<file path="config.mk">
export PLATFORM = sky130hd
export DESIGN_NAME = led_pattern_driver
export DESIGN_NICKNAME = d
export VERILOG_FILES = /design/src/rtl/led_drv_pkg.sv /design/src/rtl/blink_timer.sv /design/src/rtl/led_pattern_driver.sv
export SDC_FILE = /design/constraint.sdc
export NUM_CORES = 1
export LEC_CHECK = 0
export CAP_MARGIN = 20
export CORE_UTILIZATION = 45
export CTS_CLUSTER_DIAMETER = 50
export DETAILED_ROUTE_END_ITERATION = 10
export GPL_ROUTABILITY_DRIVEN = 1
export MAX_ROUTING_LAYER = met4
export PLACE_DENSITY = 0.77
export REMOVE_ABC_BUFFERS = 1
export SYNTH_ARGS = -nofsm -noshare
export SYNTH_HDL_FRONTEND = slang
export SYNTH_SLANG_ARGS = --single-unit
</file>
<file path="constraint.sdc">
create_clock -name clk -period 3.23 [get_ports clk]
set_clock_uncertainty 0.15 [all_clocks]
set_input_delay 0.646 -clock clk [delete_from_list [all_inputs] [get_ports clk]]
set_output_delay 0.646 -clock clk [all_outputs]
set_load 0.03 [all_outputs]
</file>
<file path="src/rtl/led_drv_pkg.sv">
// Shared definitions for the LED pattern driver: load-FSM encoding, width defaults
// and the blink period helper.
package led_drv_pkg;

  typedef enum logic {
    ST_IDLE    = 1'b0,
    ST_PENDING = 1'b1
  } load_state_t;

  localparam int DEFAULT_NLED     = 6;
  localparam int DEFAULT_PWM_BITS = 8;

  // Blink half-period in clock cycles, never less than one cycle.
  function automatic int blink_cyc_calc(input int clk_hz, input int blink_ms);
    int cyc;
    cyc = clk_hz / 1000 * blink_ms;
    return (cyc < 1) ? 1 : cyc;
  endfunction

endpackage

</file>
<file path="src/rtl/blink_timer.sv">
// Free-running blink phase generator: phase toggles every BLINK_CYC clock cycles.
module blink_timer #(
  parameter int BLINK_CYC = 20
) (
  input  logic clk,
  input  logic rst,
  output logic phase
);

  localparam int CW = (BLINK_CYC > 1) ? $clog2(BLINK_CYC) : 1;
  localparam logic [CW-1:0] LAST = CW'(BLINK_CYC - 1);

  logic [CW-1:0] cnt;

  always_ff @(posedge clk or posedge rst) begin
    if (rst) begin
      cnt   <= '0;
      phase <= 1'b1;
    end else if (cnt == LAST) begin
      cnt   <= '0;
      phase <= ~phase;
    end else begin
      cnt <= cnt + CW'(1);
    end
  end

endmodule

</file>
<file path="src/rtl/led_pattern_driver.sv">
// Frame-synchronous PWM/blink LED driver with a valid/ready config port.
// Optional breathe ramp is built when LED_DRV_BREATHE_EN is defined.
module led_pattern_driver
  import led_drv_pkg::*;
#(
  parameter int CLK_HZ     = 27_000_000,
  parameter int NLED       = DEFAULT_NLED,
  parameter int PWM_BITS   = DEFAULT_PWM_BITS,
  parameter int BLINK_MS   = 250,
  parameter int ACTIVE_LOW = 1
) (
  input  logic                clk,
  input  logic                rst,
  input  logic                in_valid,
  output logic                in_ready,
  input  logic [NLED-1:0]     in_pattern,
  input  logic [PWM_BITS-1:0] in_duty,
  input  logic                in_blink,
  input  logic                in_breathe,
  output logic [NLED-1:0]     led,
  output logic                frame_tick
);

  localparam int BLINK_CYC = blink_cyc_calc(CLK_HZ, BLINK_MS);
  localparam logic [NLED-1:0] LED_OFF = (ACTIVE_LOW != 0) ? '1 : '0;

  logic [PWM_BITS-1:0] pwm_cnt;
  logic                pwm_max;
  logic                blink_phase;

  load_state_t         state;
  logic [NLED-1:0]     shadow_pattern, act_pattern;
  logic [PWM_BITS-1:0] shadow_duty, act_duty;
  logic                shadow_blink, act_blink;
  logic [PWM_BITS-1:0] eff_duty;
  logic                pwm_on;
  logic [NLED-1:0]     lit;

  assign pwm_max = (pwm_cnt == '1);

  blink_timer #(.BLINK_CYC(BLINK_CYC)) u_blink (
    .clk   (clk),
    .rst   (rst),
    .phase (blink_phase)
  );

  // Configs land in the shadow first and only reach the active set on the last
  // cycle of a frame, so a frame is always rendered with one consistent config.
`ifdef LED_DRV_BREATHE_EN
  logic shadow_breathe, act_breathe;
`endif

  always_ff @(posedge clk or posedge rst) begin
    if (rst) begin
      state          <= ST_IDLE;
      in_ready       <= 1'b1;
      shadow_pattern <= '0;
      shadow_duty    <= '0;
      shadow_blink   <= 1'b0;
      act_pattern    <= '0;
      act_duty       <= '0;
      act_blink      <= 1'b0;
`ifdef LED_DRV_BREATHE_EN
      shadow_breathe <= 1'b0;
      act_breathe    <= 1'b0;
`endif
    end else begin
      case (state)
        ST_IDLE: begin
          if (in_valid) begin
            shadow_pattern <= in_pattern;
            shadow_duty    <= in_duty;
            shadow_blink   <= in_blink;
`ifdef LED_DRV_BREATHE_EN
            shadow_breathe <= in_breathe;
`endif
            state    <= ST_PENDING;
            in_ready <= 1'b0;
          end
        end
        ST_PENDING: begin
          if (pwm_max) begin
            act_pattern <= shadow_pattern;
            act_duty    <= shadow_duty;
            act_blink   <= shadow_blink;
`ifdef LED_DRV_BREATHE_EN
            act_breathe <= shadow_breathe;
`endif
            state    <= ST_IDLE;
            in_ready <= 1'b1;
          end
        end
        default: begin
          state    <= ST_IDLE;
          in_ready <= 1'b1;
        end
      endcase
    end
  end

`ifdef LED_DRV_BREATHE_EN
  // Triangle ramp 0..act_duty..0, one step per frame, restarted on every apply.
  logic [PWM_BITS-1:0] bduty;
  logic                ramp_down;

  always_ff @(posedge clk or posedge rst) begin
    if (rst) begin
      bduty     <= '0;
      ramp_down <= 1'b0;
    end else if (pwm_max) begin
      if (state == ST_PENDING) begin
        bduty     <= '0;
        ramp_down <= 1'b0;
      end else if (!ramp_down) begin
        if (bduty >= act_duty) begin
          ramp_down <= 1'b1;
          bduty     <= (bduty == '0) ? '0 : bduty - 1'b1;
        end else begin
          bduty <= bduty + 1'b1;
        end
      end else begin
        if (bduty == '0) begin
          ramp_down <= 1'b0;
          bduty     <= (act_duty == '0) ? '0 : PWM_BITS'(1);
        end else begin
          bduty <= bduty - 1'b1;
        end
      end
    end
  end

  assign eff_duty = act_breathe ? bduty : act_duty;
`else
  logic unused_breathe;
  assign unused_breathe = in_breathe;
  assign eff_duty       = act_duty;
`endif

  always_comb begin
    pwm_on = (eff_duty == '1) || (pwm_cnt < eff_duty);
    lit    = act_pattern & {NLED{pwm_on & (~act_blink | blink_phase)}};
  end

  always_ff @(posedge clk or posedge rst) begin
    if (rst) begin
      pwm_cnt    <= '0;
      frame_tick <= 1'b0;
      led        <= LED_OFF;
    end else begin
      pwm_cnt    <= pwm_cnt + 1'b1;
      frame_tick <= pwm_max;
      led        <= (ACTIVE_LOW != 0) ? ~lit : lit;
    end
  end

endmodule

</file>
Word-level counts from Yosys, hierarchy flattened
Cells that the tools add are included.

word-level totals
  bits in registers = 71
  input port bits = 19
  output and inout port bits = 8
  word-level logic and storage cells = 39

operators by class
  add/sub/neg operators = 2
  $lt $le $gt $ge = 1
  equal/unequal tests = 5
  muxes and demuxes = 7
  bitwise logic cells = 7
  reduce and logical (&&, ||, !) cells = 4

operators with widths
  cell                                                             count
  23-bit by 1-bit adder with 23-bit output, second input constant  1
  23-bit equality test, second input constant                      1
  23-bit 2-to-1 mux                                                1
  8-bit equality test, second input constant                       2
  8-bit by 1-bit adder with 8-bit output, second input constant    1
  8-bit < comparator                                               1
  6-bit AND                                                        1
  6-bit NOT                                                        1
  2-bit AND reduction                                              3
  1-bit 2-to-1 mux                                                 4
  2-bit != test, second input constant                             2
  1-bit one-hot mux with 2 select lines                            2
  1-bit NOT                                                        3
  1-bit AND                                                        1
  1-bit logical OR                                                 1
  1-bit bitwise OR                                                 1

Logic depth before layout (Yosys ltp)
Gate-level depths: netlist of the first run.

  word-level depth = 5
  mapped depth = 7
  mapped depth without buffers = 6

Cells and area by module
From an unflattened synthesis of the first run, not the netlist that was laid out.

unflattened totals
  cells, all modules = 262
  area, all modules = 3,134.3 µm²

by module, submodules not included
  module              instances  cells each  area each (µm²)  seq. area each (µm²)
  led_pattern_driver  1          148         1,966.9          1,184.9
  blink_timer         1          114         1,167.4          601.8

Worst setup path before layout of the first run
Ideal clock, no wire load.

  path type = register to register
  start = register pwm_cnt[0]
  end = register act_duty[0]
  setup time = 0.125 ns
  data arrival time = 1.749 ns
  required time = 2.955 ns
  setup slack = 1.207 ns
  stages on the path, launching flop included = 8
  path buffers = 2
  clock period less this slack = 2.023 ns
  cells stage by stage = dfrtp_1 ha_1 nand3_2 nor3_4 and2_1 buf_4 buf_4 mux2_2

on the way
  longest elaborated chain between the ends = 2

RTL lines
  item                                  line                       text
  start: declaration                    led_pattern_driver.sv:27   logic [PWM_BITS-1:0] pwm_cnt;
  start signal: assignment              led_pattern_driver.sv:150  pwm_cnt <= pwm_cnt + 1'b1;
  8-bit equality test                   led_pattern_driver.sv:39   assign pwm_max = (pwm_cnt == '1);
  net pwm_max                           led_pattern_driver.sv:28   logic pwm_max;
  2-bit AND reduction (no source line)  n/a
  end signal: assignment                led_pattern_driver.sv:84   act_duty <= shadow_duty;
  end: declaration                      led_pattern_driver.sv:33   logic [PWM_BITS-1:0] shadow_duty, act_duty;

The timed path passes the listed nets, and every way through them passes these cells.
A chain may end at the register's enable or synchronous reset.

Final worst setup path of the first run
  start = register pwm_cnt[0]
  end = register act_pattern[2]

on the way
  longest elaborated chain between the ends = 2

RTL lines
  item                                  line                      text
  8-bit equality test                   led_pattern_driver.sv:39
  net pwm_max                           led_pattern_driver.sv:28
  2-bit AND reduction (no source line)  n/a
  end signal: assignment                led_pattern_driver.sv:83  act_pattern <= shadow_pattern;
  end: declaration                      led_pattern_driver.sv:32  logic [NLED-1:0] shadow_pattern, act_pattern;

The timed path passes the listed nets, and every way through them passes these cells.

==> summary.log, run 1 <==
INFO  cts            clk_pin_slew_worst_paths=80ps
INFO  sta            tightest_slew=647ps
INFO  sta            final.setup.worst_slack=812ps
INFO  drt            vias=2097
INFO  global_routing groute.usage.overall=0.175
INFO  critical_path  cp.required=3310ps
INFO  critical_path  reg2reg_depth=5
INFO  floorplanning  row_count=30
INFO  sta            setup-violations-final=0
INFO  final_layout   finalCoreUtilization=0.552
INFO  yosys          ys_ff_latch=71
INFO  min_path       cell_count_of_the_worst_hold_path=1
INFO  drt            drtPass1Iterations=5
INFO  cts            clk_path_buf_depth=2
INFO  yosys          syn_area=3160um^2
INFO  floorplanning  floorplan.core_area=6790um^2
INFO  yosys          synth.area.top_cells=dfrtp_1 (50%), mux2_2 (8.2%), dfstp_2 (6.6%), nand3_1 (4.0%), ha_1 (3.6%)
INFO  final_layout   areaGrowthSynthToFinish=18.4%
INFO  critical_path  worst-setup-path-type=reg2reg
INFO  yosys          synth_largest_area_cell=dfrtp_1
INFO  placed_design  dp_worst_setup_slack=819ps
INFO  cts            worstSkewPairLatency=340ps
INFO  sta            unrepaired_setup_endpoints_after_global_routing=false
INFO  placed_design  dp.cells=384
INFO  min_path       hp-class=reg2reg
INFO  floorplanning  die_x=85.9um
INFO  sta            fin_setup_tns=0ps
INFO  yosys          avgSynthCellArea=11.9um^2
INFO  critical_path  arrival=2490ps
INFO  yosys          synth_edf_count=0
INFO  yosys          synth-async-reset-ratio=1.00
INFO  global_routing grt_pass1_vias=2136
INFO  cts            h-tree-depth=3
INFO  cts            post_cts_resized=0
INFO  drt            finalWirelength=5.34mm
INFO  global_routing gr-total-overflow=0
INFO  pwr            vdd.ir_drop.worst=0.000304V
INFO  final_layout   multi_input_area=1290um^2
INFO  drt            post_drt_wl_per_cell=13.4um
INFO  placed_design  port_buffers=25
INFO  critical_path  critical_path.startpoint_type=register
INFO  sta            max-slew-margin-rel=0.569
INFO  drt            vias_per_std_cell=5.24
INFO  sta            min_period_over_period=0.749
INFO  cts            cts_tree=yes
INFO  final_layout   commonest_cells_after_routing_fill_and_taps_aside=dfrtp_1 (63), nand3_1 (25), clkdlybuf4s50_1 (25), mux2_2 (23), nor2_1 (18)
INFO  pwr            p_per_area=471nW/um^2
INFO  critical_path  endpoint_kind=register
INFO  placed_design  dp.final_hpwl=3.85mm
INFO  cts            cts_num_sinks=71
INFO  yosys          netlist-cell-type-count=41
INFO  sta            whs=265ps
INFO  final_layout   fillCellCount=572
INFO  drt            drc=0
INFO  drt            antenna_left=0
INFO  floorplanning  die_h=85.9um
INFO  final_layout   layout.cells.most_common=dfrtp_1
INFO  cts            post-cts-setup-buffer-count=0
INFO  yosys          part_of_the_yosys_area_used_for_sequential_elements=0.565
INFO  floorplanning  initial_utilization=0.466
INFO  final_layout   seqCellArea=1790um^2
INFO  cts            clock_tree.root_cell=clkbuf_8
INFO  global_routing antenna_violations_before_repair=0
INFO  yosys          synth_largest_type_area_fraction=0.498
INFO  job            maxCapViolations=0
INFO  global_routing wire_length_of_the_first_global_routing_pass=9.75mm
INFO  yosys          netlist_instances=267
INFO  sta            finalWorstPathRequiredPeriod=2420ps
INFO  final_layout   post_layout_nonfiller_instances=400
INFO  sta            achievable_freq=414MHz
INFO  cts            tritoncts.num_buffers=9
INFO  critical_path  worstPathMaxFanout=17
INFO  sta            timing_max_transition_violations_final=0
INFO  final_layout   n_antenna_cell=0
INFO  cts            ctsHoldBuffers=0
INFO  outcome        outcome=complete, no violations
INFO  global_routing maximum_number_of_pins_on_one_net_before_global_route_repair=30
INFO  yosys          yosysWarningCount=0
INFO  final_layout   final_layout_size_suffix_gt1_frac=0.194
INFO  placed_design  finalWeightedCongestion=0.821
INFO  drt            first_iter_violations=74
INFO  pwr            leakage=1.58nW
INFO  floorplanning  io_pins=27
INFO  floorplanning  dieArea=7370um^2
INFO  yosys          synth_top_flop_cell=dfrtp_1
INFO  sta            finalHoldViolations=0
INFO  final_layout   nets=327
-- per-layer routing --
metal  track usage  up-vias  share of wire
met1         0.226     1024           0.47
met3        0.0414       16          0.031
met4        0.0803        0          0.030
met5             -        -              0
met2         0.265       41           0.47
li1              -     1016              -
-- final timing paths --
path                           startpoint        endpoint  slack (ps)
setup / recovery               pwm_cnt[0]  act_pattern[2]         810
hold / removal             act_pattern[0]          led[0]         260
setup reg to reg               pwm_cnt[0]  act_pattern[2]         810
hold reg to reg            act_pattern[0]          led[0]         260
max in group asynchronous             rst   u_blink.phase        1690
min in group asynchronous             rst  act_pattern[4]         530
-- state kept, by name (all words and copies together) (netlist names) --
register	count
pwm_cnt	8
state	1
shadow_blink	1
u_blink.phase	1
act_pattern	6
shadow_duty	8
act_duty	8
shadow_pattern	6
u_blink.cnt	23
act_blink	1
led	6
in_ready	1
frame_tick	1
-- where the power goes --
part	leakage, nW	internal (mW)	switching [mW]
clock network	0.104	0.440	0.343
registers	0.906	0.911	0.0111
logic	0.569	0.0360	0.0238
total	1.58	1.39	0.377
-- per-stage QoR --
step / total power, mW / cell area (um^2)
4_1_cts: 1.78 / 3750
5_1_grt: 1.83 / 3750
6_report: 1.76 / 3750
2_1_floorplan: 0.967 / 3120
3_5_place_dp: 1.00 / 3530
3_3_place_gp: 0.997 / 3530
-- worst max-delay path, cell delays in order, from the launching register on --
cell and delay [ps]:
dfrtp_1 390, ha_1 210, nand3_2 140, nor3_4 400
and2_1 610, mux2_2 410
-- cell families (layout without fill, tap and decap cells) --
| family | after synthesis | in the layout | share of synthesized area |
|---|---|---|---|
| AO/OA/AOI/OAI | 23 | 23 | 0.0447 |
| XOR/XNOR | 22 | 22 | 0.0609 |
| adder cells (fa/ha/maj) | 9 | 9 | 0.0356 |
| buffers and inverters | 20 | 57 | 0.0273 |
| flip-flops | 71 | 71 | 0.565 |
| multiplexers | 24 | 24 | 0.0850 |
| AND/OR/NAND/NOR | 98 | 98 | 0.182 |
-- final cells by class --
| type | count | area share |
|---|---|---|
| Timing Repair Buffer | 30 | 0.0768 |
| Multi-Input combinational cell | 176 | 0.345 |
| Inverter | 11 | 0.0110 |
| Clock inverter | 6 | 0.0247 |
| Tap cell | 96 | 0.0321 |
| Sequential cell | 71 | 0.477 |
| Clock buffer | 10 | 0.0341 |
-- synthesized netlist by cell type (2+ instances only) --
| cell | count |
|---|---|
| nor2_1 | 18 |
| ha_1 | 9 |
| a21oi_1 | 6 |
| clkbuf_1 | 4 |
| o31ai_1 | 2 |
| nor4bb_1 | 2 |
| a2111oi_0 | 2 |
| nand3_1 | 25 |
| or4_1 | 2 |
| nand4_1 | 9 |
| xor2_1 | 11 |
| buf_2 | 3 |
| xnor2_1 | 11 |
| nand2_1 | 8 |
| inv_1 | 11 |
| nor4_1 | 2 |
| or3_1 | 3 |
| dfrtp_1 | 63 |
| and4_1 | 4 |
| buf_4 | 2 |
| nor3_1 | 7 |
| o21ai_0 | 10 |
| dfstp_2 | 8 |
| mux2_2 | 23 |
| and3_1 | 5 |
| nor2b_1 | 2 |
Power figures use the tool's default switching activity.
==> run 2, diff against run 1 <==
- clock period: 3.23 -> 2.3 ns (I/O delays scaled with it)
==> run 2 against run 1 <==
  * Via count rose by 2.4%
  * Setup slack got worse by 660 ps
  * Combinational power rose by 42%
  * Final cell count rose by 0.75%
  * Global-route usage rose by 0.72 points
  * Non-clock buffer count rose by 3
  * First-iteration DRC count rose by 140%
  * Largest cell class unchanged
  * Sequential cell count did not move
  * Die area did not move
==> summary.log, run 2 (synthesis gave the netlist of run 1 again) <==
INFO  sta            timing_max_transition_violations_final=0
INFO  critical_path  critPathBufInv=1
INFO  sta            finalWorstPathRequiredPeriod=2140ps
INFO  sta            finalHoldViolations=0
INFO  global_routing grt_pass1_vias=2140
INFO  sta            unrepaired_setup_endpoints_after_global_routing=false
INFO  critical_path  worstPathMaxFanout=1
INFO  cts            worstSkewPairLatency=340ps
INFO  cts            h-tree-depth=3
INFO  final_layout   post_layout_nonfiller_instances=403
INFO  critical_path  r2r_end=act_pattern[5]
INFO  critical_path  cp.required=1690ps
INFO  final_layout   final_layout_size_suffix_gt1_frac=0.205
INFO  critical_path  cpMaxStageDelayCell=clkdlybuf4s50_1
INFO  cts            clk_path_buf_depth=2
INFO  drt            drtPass1Iterations=4
INFO  drt            first_iter_violations=178
INFO  critical_path  reg2reg_depth=6
INFO  critical_path  worst-setup-path-type=reg2out
INFO  sta            final.setup.worst_slack=156ps
INFO  drt            post_drt_wl_per_cell=14.4um
INFO  cts            clk_pin_slew_worst_paths=80ps
INFO  cts            cts_num_sinks=71
INFO  sta            tightest_slew=521ps
INFO  job            maxCapViolations=0
INFO  global_routing maximum_number_of_pins_on_one_net_before_global_route_repair=72
INFO  critical_path  critical-path-top-delay-family=buffers and inverters
INFO  drt            antenna_left=0
INFO  pwr            p_seq_frac=0.481
INFO  floorplanning  floorplan.core_area=6790um^2
INFO  min_path       hp-class=reg2reg
INFO  critical_path  critical_path_cell_count=1
INFO  critical_path  endpoint_kind=primary output
INFO  placed_design  post_dp_cell_area=3560um^2
INFO  floorplanning  dieArea=7370um^2
INFO  global_routing antenna_violations_before_repair=0
INFO  sta            min_period_over_period=0.932
INFO  pwr            leakage=1.63nW
INFO  final_layout   largest_register_ff_count=23
INFO  floorplanning  die_h=85.9um
INFO  global_routing groute.usage.overall=0.182
INFO  final_layout   postLayoutCellArea=3830um^2
INFO  critical_path  regToRegStartpoint=pwm_cnt[0]
INFO  final_layout   nets=330
INFO  min_path       timing.hold.worst_endpoint=led[0]
INFO  sta            achievable_freq=466MHz
INFO  final_layout   commonest_cells_after_routing_fill_and_taps_aside=dfrtp_1 (63), nand3_1 (25), clkdlybuf4s50_1 (25), mux2_2 (23), nor2_1 (18)
INFO  placed_design  dp.final_hpwl=3.74mm
INFO  final_layout   top_register=u_blink.cnt
INFO  pwr            vdd.ir_drop.worst=0.000523V
INFO  floorplanning  io_pins=27
INFO  placed_design  finalWeightedCongestion=0.789
INFO  pwr            cell_internal_pwr=2.16mW
INFO  critical_path  critical-path-max-stage-delay=660ps
INFO  min_path       cell_count_of_the_worst_hold_path=1
INFO  critical_path  timing.reg2reg.setup_slack=300ps
INFO  critical_path  critical_path.startpoint_type=register
INFO  sta            max-slew-margin-rel=0.644
INFO  critical_path  path_cells=clkdlybuf4s50_1
INFO  pwr            power.share.switching=0.197
INFO  floorplanning  initial_utilization=0.466
INFO  cts            post_cts_resized=0
INFO  drt            finalWirelength=5.78mm
INFO  outcome        outcome=complete, no violations
INFO  placed_design  dp_worst_setup_slack=327ps
INFO  sta            fin_setup_tns=0ps
INFO  global_routing gr-total-overflow=0
INFO  min_path       worst_hold_start=act_pattern[0]
INFO  placed_design  port_buffers=25
INFO  drt            vias=2147
INFO  cts            ctsHoldBuffers=0
INFO  floorplanning  die_x=85.9um
INFO  sta            setup-violations-final=0
INFO  cts            cts_tree=yes
INFO  critical_path  arrival=1530ps
INFO  cts            tritoncts.num_buffers=9
INFO  final_layout   n_antenna_cell=0
INFO  global_routing wire_length_of_the_first_global_routing_pass=10.0mm
INFO  pwr            p_per_area=703nW/um^2
INFO  floorplanning  row_count=30
INFO  cts            clock_tree.root_cell=clkbuf_8
INFO  pwr            clock_power_share=0.488
INFO  pwr            total_power=2.69mW
INFO  drt            vias_per_std_cell=5.33
INFO  placed_design  dp.cells=387
INFO  pwr            comb_power_share=0.032
INFO  final_layout   layout.cells.most_common=dfrtp_1
INFO  final_layout   finalCoreUtilization=0.564
INFO  sta            whs=264ps
INFO  final_layout   areaGrowthSynthToFinish=21.1%
INFO  cts            post-cts-setup-buffer-count=0
INFO  drt            drc=0
INFO  pwr            net-switching-power=0.530mW
## run 2: cell count changes in the layout (fill, tap and decap cells not counted)
cell / before / now
bufinv_16: 2 / 4
clkbuf_1: 1 / 0
buf_4: 5 / 7
buf_12: 0 / 1
clkinv_4: 0 / 2
clkinvlp_4: 2 / 1
inv_6: 2 / 0
## run 2: worst max-delay path by stage
stage | from | endpoint
2_1_floorplan | rst | act_blink
6_report | led[5] | led[5]
5_1_grt | in_ready | in_ready
3_5_place_dp | in_valid | shadow_pattern[4]
3_3_place_gp | pwm_cnt[7] | led[4]
4_1_cts | in_ready | in_ready
## run 2: power by group through the flow
stage          Combinational (mW)  Clock, mW  Sequential (mW)
6_report                   0.0850       1.31             1.29
3_3_place_gp               0.0842          0             1.32
5_1_grt                    0.0969       1.39             1.30
2_1_floorplan              0.0451          0             1.31
4_1_cts                    0.0879       1.33             1.29
3_5_place_dp               0.0870          0             1.32
## run 2: layout make-up
type / instances / area, um^2
Fill cell: 568 / 2960
Sequential cell: 71 / 1790
Multi-Input combinational cell: 176 / 1290
Timing Repair Buffer: 33 / 323
Clock inverter: 7 / 145
Clock buffer: 9 / 124
Tap cell: 96 / 120
Inverter: 11 / 41.3
## run 2: routing by layer
| metal | track usage | share of wire |
|---|---|---|
| met5 | - | 0 |
| met4 | 0.0818 | 0.013 |
| met3 | 0.0510 | 0.039 |
| met2 | 0.278 | 0.50 |
| met1 | 0.228 | 0.45 |
==> run 3, diff against run 2 <==
- clock period: 2.3 -> 2.7 ns (I/O delays scaled with it)
==> run 3 against run 2 <==
  * Sequential cell count stayed put
  * Power is 18% lower
  * Non-clock buffer count is 2 lower
  * Hold slack better by 5.8 ps
  * Clock-buffer cell count stayed put
  * Via count is 0.42% lower
  * Setup slack better by 320 ps
==> summary.log, run 3 (synthesis gave the netlist of run 1 again) <==
INFO  drt            vias=2138
INFO  cts            clk_pin_slew_worst_paths=80ps
INFO  final_layout   post_layout_nonfiller_instances=401
INFO  pwr            clock_power_share=0.466
INFO  critical_path  cp-startpoint=led[5]
INFO  critical_path  critPathBufInv=1
INFO  drt            drtPass1Iterations=4
INFO  drt            antenna_left=0
INFO  global_routing antenna_violations_before_repair=0
INFO  min_path       hp-class=reg2reg
INFO  placed_design  dp_worst_setup_slack=535ps
INFO  critical_path  endpoint_kind=primary output
INFO  pwr            p_per_area=580nW/um^2
INFO  sta            timing_max_transition_violations_final=0
INFO  floorplanning  row_count=30
INFO  sta            unrepaired_setup_endpoints_after_global_routing=false
INFO  floorplanning  dieArea=7370um^2
INFO  global_routing wire_length_of_the_first_global_routing_pass=9.83mm
INFO  final_layout   layout.cells.most_common=dfrtp_1
INFO  cts            cts_num_sinks=71
INFO  critical_path  cpMaxStageDelayCell=clkdlybuf4s50_1
INFO  sta            final.setup.worst_slack=471ps
INFO  critical_path  critical-path-max-stage-delay=660ps
INFO  min_path       worst_hold_start=act_pattern[0]
INFO  floorplanning  die_h=85.9um
INFO  global_routing maximum_number_of_pins_on_one_net_before_global_route_repair=61
INFO  sta            achievable_freq=449MHz
INFO  cts            post-cts-setup-buffer-count=0
INFO  drt            vias_per_std_cell=5.33
INFO  final_layout   largest_register_ff_count=23
INFO  floorplanning  floorplan.core_area=6790um^2
INFO  critical_path  path_cells=clkdlybuf4s50_1
INFO  critical_path  critical-path-top-delay-family=buffers and inverters
INFO  sta            finalHoldViolations=0
INFO  final_layout   finalCoreUtilization=0.558
INFO  sta            tightest_slew=548ps
INFO  sta            max-slew-margin-rel=0.625
INFO  sta            fin_setup_tns=0ps
INFO  critical_path  worst-setup-path-type=reg2out
INFO  cts            tritoncts.num_buffers=9
INFO  global_routing grt_pass1_vias=2136
INFO  pwr            cell_internal_pwr=1.75mW
INFO  pwr            power.share.switching=0.205
INFO  cts            post_cts_resized=0
INFO  pwr            net-switching-power=0.450mW
INFO  final_layout   final_layout_size_suffix_gt1_frac=0.200
INFO  final_layout   n_antenna_cell=0
INFO  sta            finalWorstPathRequiredPeriod=2230ps
INFO  critical_path  cp.required=2010ps
INFO  placed_design  dp.cells=385
INFO  pwr            comb_power_share=0.033
INFO  critical_path  critical_path.startpoint_type=register
INFO  global_routing groute.usage.overall=0.178
INFO  cts            clk_path_buf_depth=2
INFO  cts            h-tree-depth=3
INFO  critical_path  regToRegStartpoint=pwm_cnt[0]
INFO  critical_path  worstPathMaxFanout=1
INFO  final_layout   commonest_cells_after_routing_fill_and_taps_aside=dfrtp_1 (63), nand3_1 (25), clkdlybuf4s50_1 (25), mux2_2 (23), nor2_1 (18)
INFO  drt            first_iter_violations=106
INFO  floorplanning  initial_utilization=0.466
INFO  final_layout   top_register=u_blink.cnt
INFO  job            maxCapViolations=0
INFO  pwr            vdd.ir_drop.worst=0.000363V
INFO  floorplanning  io_pins=27
INFO  outcome        outcome=complete, no violations
INFO  placed_design  dp.final_hpwl=3.66mm
INFO  global_routing gr-total-overflow=0
INFO  placed_design  finalWeightedCongestion=0.849
INFO  drt            post_drt_wl_per_cell=13.7um
INFO  critical_path  timing.reg2reg.setup_slack=630ps
INFO  final_layout   areaGrowthSynthToFinish=19.8%
INFO  placed_design  port_buffers=25
INFO  cts            worstSkewPairLatency=340ps
INFO  drt            drc=0
INFO  pwr            leakage=1.61nW
INFO  final_layout   nets=328
INFO  pwr            p_seq_frac=0.501
INFO  cts            cts_tree=yes
INFO  min_path       cell_count_of_the_worst_hold_path=1
INFO  sta            setup-violations-final=0
INFO  critical_path  arrival=1540ps
INFO  drt            finalWirelength=5.47mm
INFO  floorplanning  die_x=85.9um
INFO  critical_path  reg2reg_depth=5
INFO  min_path       timing.hold.worst_endpoint=led[0]
INFO  critical_path  r2r_end=act_pattern[3]
INFO  cts            ctsHoldBuffers=0
INFO  cts            clock_tree.root_cell=clkbuf_8
INFO  sta            min_period_over_period=0.826
INFO  pwr            total_power=2.20mW
==> run 3: changes by cell type in the layout (fill, tap and decap cells not counted), sizes merged <==
| cell | delta |
|---|---|
| inv | +1 |
| buf | -2 |
| bufinv | -1 |
==> run 3: metal layers <==
| metal | vias to the layer above | global-route usage | share of wire |
|---|---|---|---|
| met4 | 0 | 0.0970 | 0.013 |
| met2 | 55 | 0.269 | 0.48 |
| li1 | 1020 | - | - |
| met1 | 1052 | 0.232 | 0.47 |
| met5 | - | - | 0 |
| met3 | 11 | 0.0298 | 0.032 |
==> run 3: area by class of cell <==
class                           count  area (um^2)
Clock buffer                        9          124
Timing Repair Buffer               31          308
Multi-Input combinational cell    176         1290
Tap cell                           96          120
Clock inverter                      7          120
Inverter                           11         41.3
Fill cell                         549         3000
Sequential cell                    71         1790
==> run 3: worst max-delay path by stage <==
| stage | endpoint | depth (start not counted) |
|---|---|---|
| after floorplan | act_blink | 1 |
| after global placement | shadow_pattern[1] | 4 |
| after detailed placement | shadow_duty[4] | 4 |
| after CTS | led[3] | 1 |
| after global routing | led[5] | 1 |
| final | led[5] | 1 |
==> run 3: power by group through the flow <==
stage | sequential, mW | clock, mW | combinational [mW]
4_1_cts | 1.10 | 1.04 | 0.0753
5_1_grt | 1.11 | 1.08 | 0.0829
3_3_place_gp | 1.12 | 0 | 0.0715
6_report | 1.10 | 1.02 | 0.0724
2_1_floorplan | 1.12 | 0 | 0.0385
3_5_place_dp | 1.12 | 0 | 0.0747
==> run 3: through the flow <==
stage / instance area (um^2) / hold slack (ps)
after floorplan: 3120 / 237
after global placement: 3550 / 246
after detailed placement: 3550 / 259
after CTS: 3790 / 272
after global routing: 3790 / 286
final: 3790 / 270
==> patch, RTL diff (flow settings as in run 2) <==
Register the output `led` once more, without a reset; this adds one clock of latency there. The other outputs are not delayed to match.
--- a/src/rtl/led_pattern_driver.sv
+++ b/src/rtl/led_pattern_driver.sv
@@ -25,2 +25,4 @@
   localparam logic [NLED-1:0] LED_OFF = (ACTIVE_LOW != 0) ? '1 : '0;
+
+  logic [NLED-1:0] led_s0;
 
@@ -147,3 +149,3 @@
       frame_tick <= 1'b0;
-      led        <= LED_OFF;
+      led_s0     <= LED_OFF;
     end else begin
@@ -151,4 +153,8 @@
       frame_tick <= pwm_max;
-      led        <= (ACTIVE_LOW != 0) ? ~lit : lit;
+      led_s0     <= (ACTIVE_LOW != 0) ? ~lit : lit;
     end
+  end
+
+  always_ff @(posedge clk) begin
+    led <= led_s0;
   end
Check against the original RTL: no difference found for any inputs over 10 cycles, from zero or initial values and one cycle with rst high; that may be too few to reach the edited logic, so the function may still have changed.
==> patch against run 2 <==
- sequential cell count up 6
- design area up 0.20%
- first-iteration DRC count down 9.6%
- synthesized area up 1.9%
- power down 4.1%
- critical path depth unchanged
- setup slack worse by 17 ps
- synthesized cell count down 3.4%
- clock power down 17%
- critical endpoint is now in_ready
- routed wire length down 4.1%
- largest power group is now registers
- largest cell class unchanged
==> patch: results (changes against run 2) <==
Min path
For hold timing, the worst endpoint is led[5]. In this run the most critical hold path is launched from led_s0[5]. The worst hold path stage count is 0 (-1).

Yosys
The post-synthesis async set-or-reset flop share is 92.2% (-7.8 points). The mean area per synthesized cell is 12.5 µm² (+5.5%). The proportion of synthesized chip area in sequential cells was 59.1% (+2.7 points). The commonest cells after synthesis are 63 x sky130_fd_sc_hd__dfrtp_1, 30 x sky130_fd_sc_hd__mux2_2, 19 x sky130_fd_sc_hd__nor2_1, 15 x sky130_fd_sc_hd__nand3_1, 14 x sky130_fd_sc_hd__xor2_1. Yosys attributes the largest share of cell area to sky130_fd_sc_hd__dfrtp_1 49%, sky130_fd_sc_hd__mux2_2 10%, sky130_fd_sc_hd__dfstp_2 6.5%.

The number of different library cells in the post-synthesis netlist came to 38 (-7.3%).

Place
The final RePlAce weighted congestion is 0.780 (-1.0%). The post-place instance area was 3620 µm² (+1.8%). The count of placed standard cells including taps is 380 (-1.8%).

The HPWL after detailed placement is 3740 µm (+0.12%).

Worst setup path
The most critical setup path has its startpoint at in_ready. The endpoint of the worst register-to-register path is u_blink.cnt[8]. The startpoint identified for the worst register-to-register timing path is u_blink.cnt[6].

The setup slack on the worst flop-to-flop path is 220 ps (-80 ps). The maximum fanout encountered on the critical timing path was 2 (+1). The logic depth of the worst register-to-register path came to 4 (-2).

The endpoint arrival time on the critical path is 1550 ps (+20 ps). The end point of the critical path is in_ready. The cell with the largest stage delay on the worst path is sky130_fd_sc_hd__clkdlybuf4s50_1.

Run status
The run finished with clean final reports.

GRT
The total global-route track usage was 17.4% (-0.86 points). The via count of the first global-routing pass is 2,095 (-2.1%). The met3 layer usage reported by global route is 4.00% (-1.1 points). The wire length of the first global-routing pass was 9640 µm (-3.6%). The met1 global-route usage is 20.0% (-2.8 points).

The met2 track demand over resource in global routing is 30.0% (+2.2 points).

Route
The via density per instance is 5.15 (-3.4%). The detailed router's first-iteration violation count came to 161 (-9.6%). The average routed wire per standard cell is 14.0 µm (-2.5%).

Timing
The maximum achievable frequency came to 0.463 GHz (-0.79%). The max-slew headroom at the worst pin is 61.2% (-3.2 points). The final hold slack was 246 ps (-18.0 ps).

Clock network
The later pin in the worst-skew pair is clocked with a latency of 350 ps.

Final layout
The filler cell count in the final layout came to 552 (-2.8%). The share of post-route cells with drive strength above 1 is 23.7% (+3.1 points). The total number of nets in the final design is 323 (-2.1%). The number of standard cells in the layout, taps in and fillers out is 396 (-1.7%). The number of antenna diodes is 0 (unchanged).

Power
The static leakage power is 1.69 nW (+3.9%). The maximum ir drop on the vdd rail came to 0.372 mV (-29%). The design internal power is 0.00197 W (-8.7%).
-- patch: changes by cell type after synthesis, sizes merged, moves of 2 or more --
cell	before	now
nand4	10	13
dfxtp	0	6
buf	5	3
nand3	26	15
o21ai	10	5
xor2	11	14
mux2	23	30
o31ai	2	0
nor3	8	5
and3	5	2
nor4bb	2	0
or3	3	8
nand2	8	12
clkbuf	4	2
-- patch: power by group through the flow --
stage          clock network (W)  registers [W]   logic, W
3_3_place_gp                   0        0.00143  0.0000922
6_report                 0.00109        0.00141  0.0000927
3_5_place_dp                   0        0.00143  0.0000959
5_1_grt                  0.00117        0.00141   0.000106
4_1_cts                  0.00111        0.00141  0.0000960
2_1_floorplan                  0        0.00143  0.0000490
-- patch: layer usage --
| layer | part of all wire, % | up-vias | routed length, µm |
|---|---|---|---|
| met5 | 0 | - | 0 |
| met4 | 0.56 | 0 | 31 |
| met3 | 2.5 | 4 | 136 |
| met2 | 54 | 23 | 2990 |
| met1 | 43 | 1027 | 2390 |
| li1 | - | 984 | - |
-- patch: cell families (layout without fill, tap and decap cells) --
logic type	Yosys count	after routing	share of synthesized area (%)
adders and majority gates	9	9	3.49
xor gates and xnor gates	24	24	6.75
and+or+nand+nor	87	87	15.2
AOI/OAI and AO/OA	15	15	2.79
muxes	30	30	10.5
DFF	77	77	59.1
buffers and inverters	16	58	2.17
-- patch: cell type report --
cell class                      count  area [µm²]  area share (%)
Tap cell                           96         120            3.13
Multi-Input combinational cell    165        1250            32.5
Clock inverter                      7        90.1            2.35
Timing Repair Buffer               31         308            8.02
Inverter                           11        41.3            1.08
Sequential cell                    77        1910            49.7
Clock buffer                        9         124            3.23
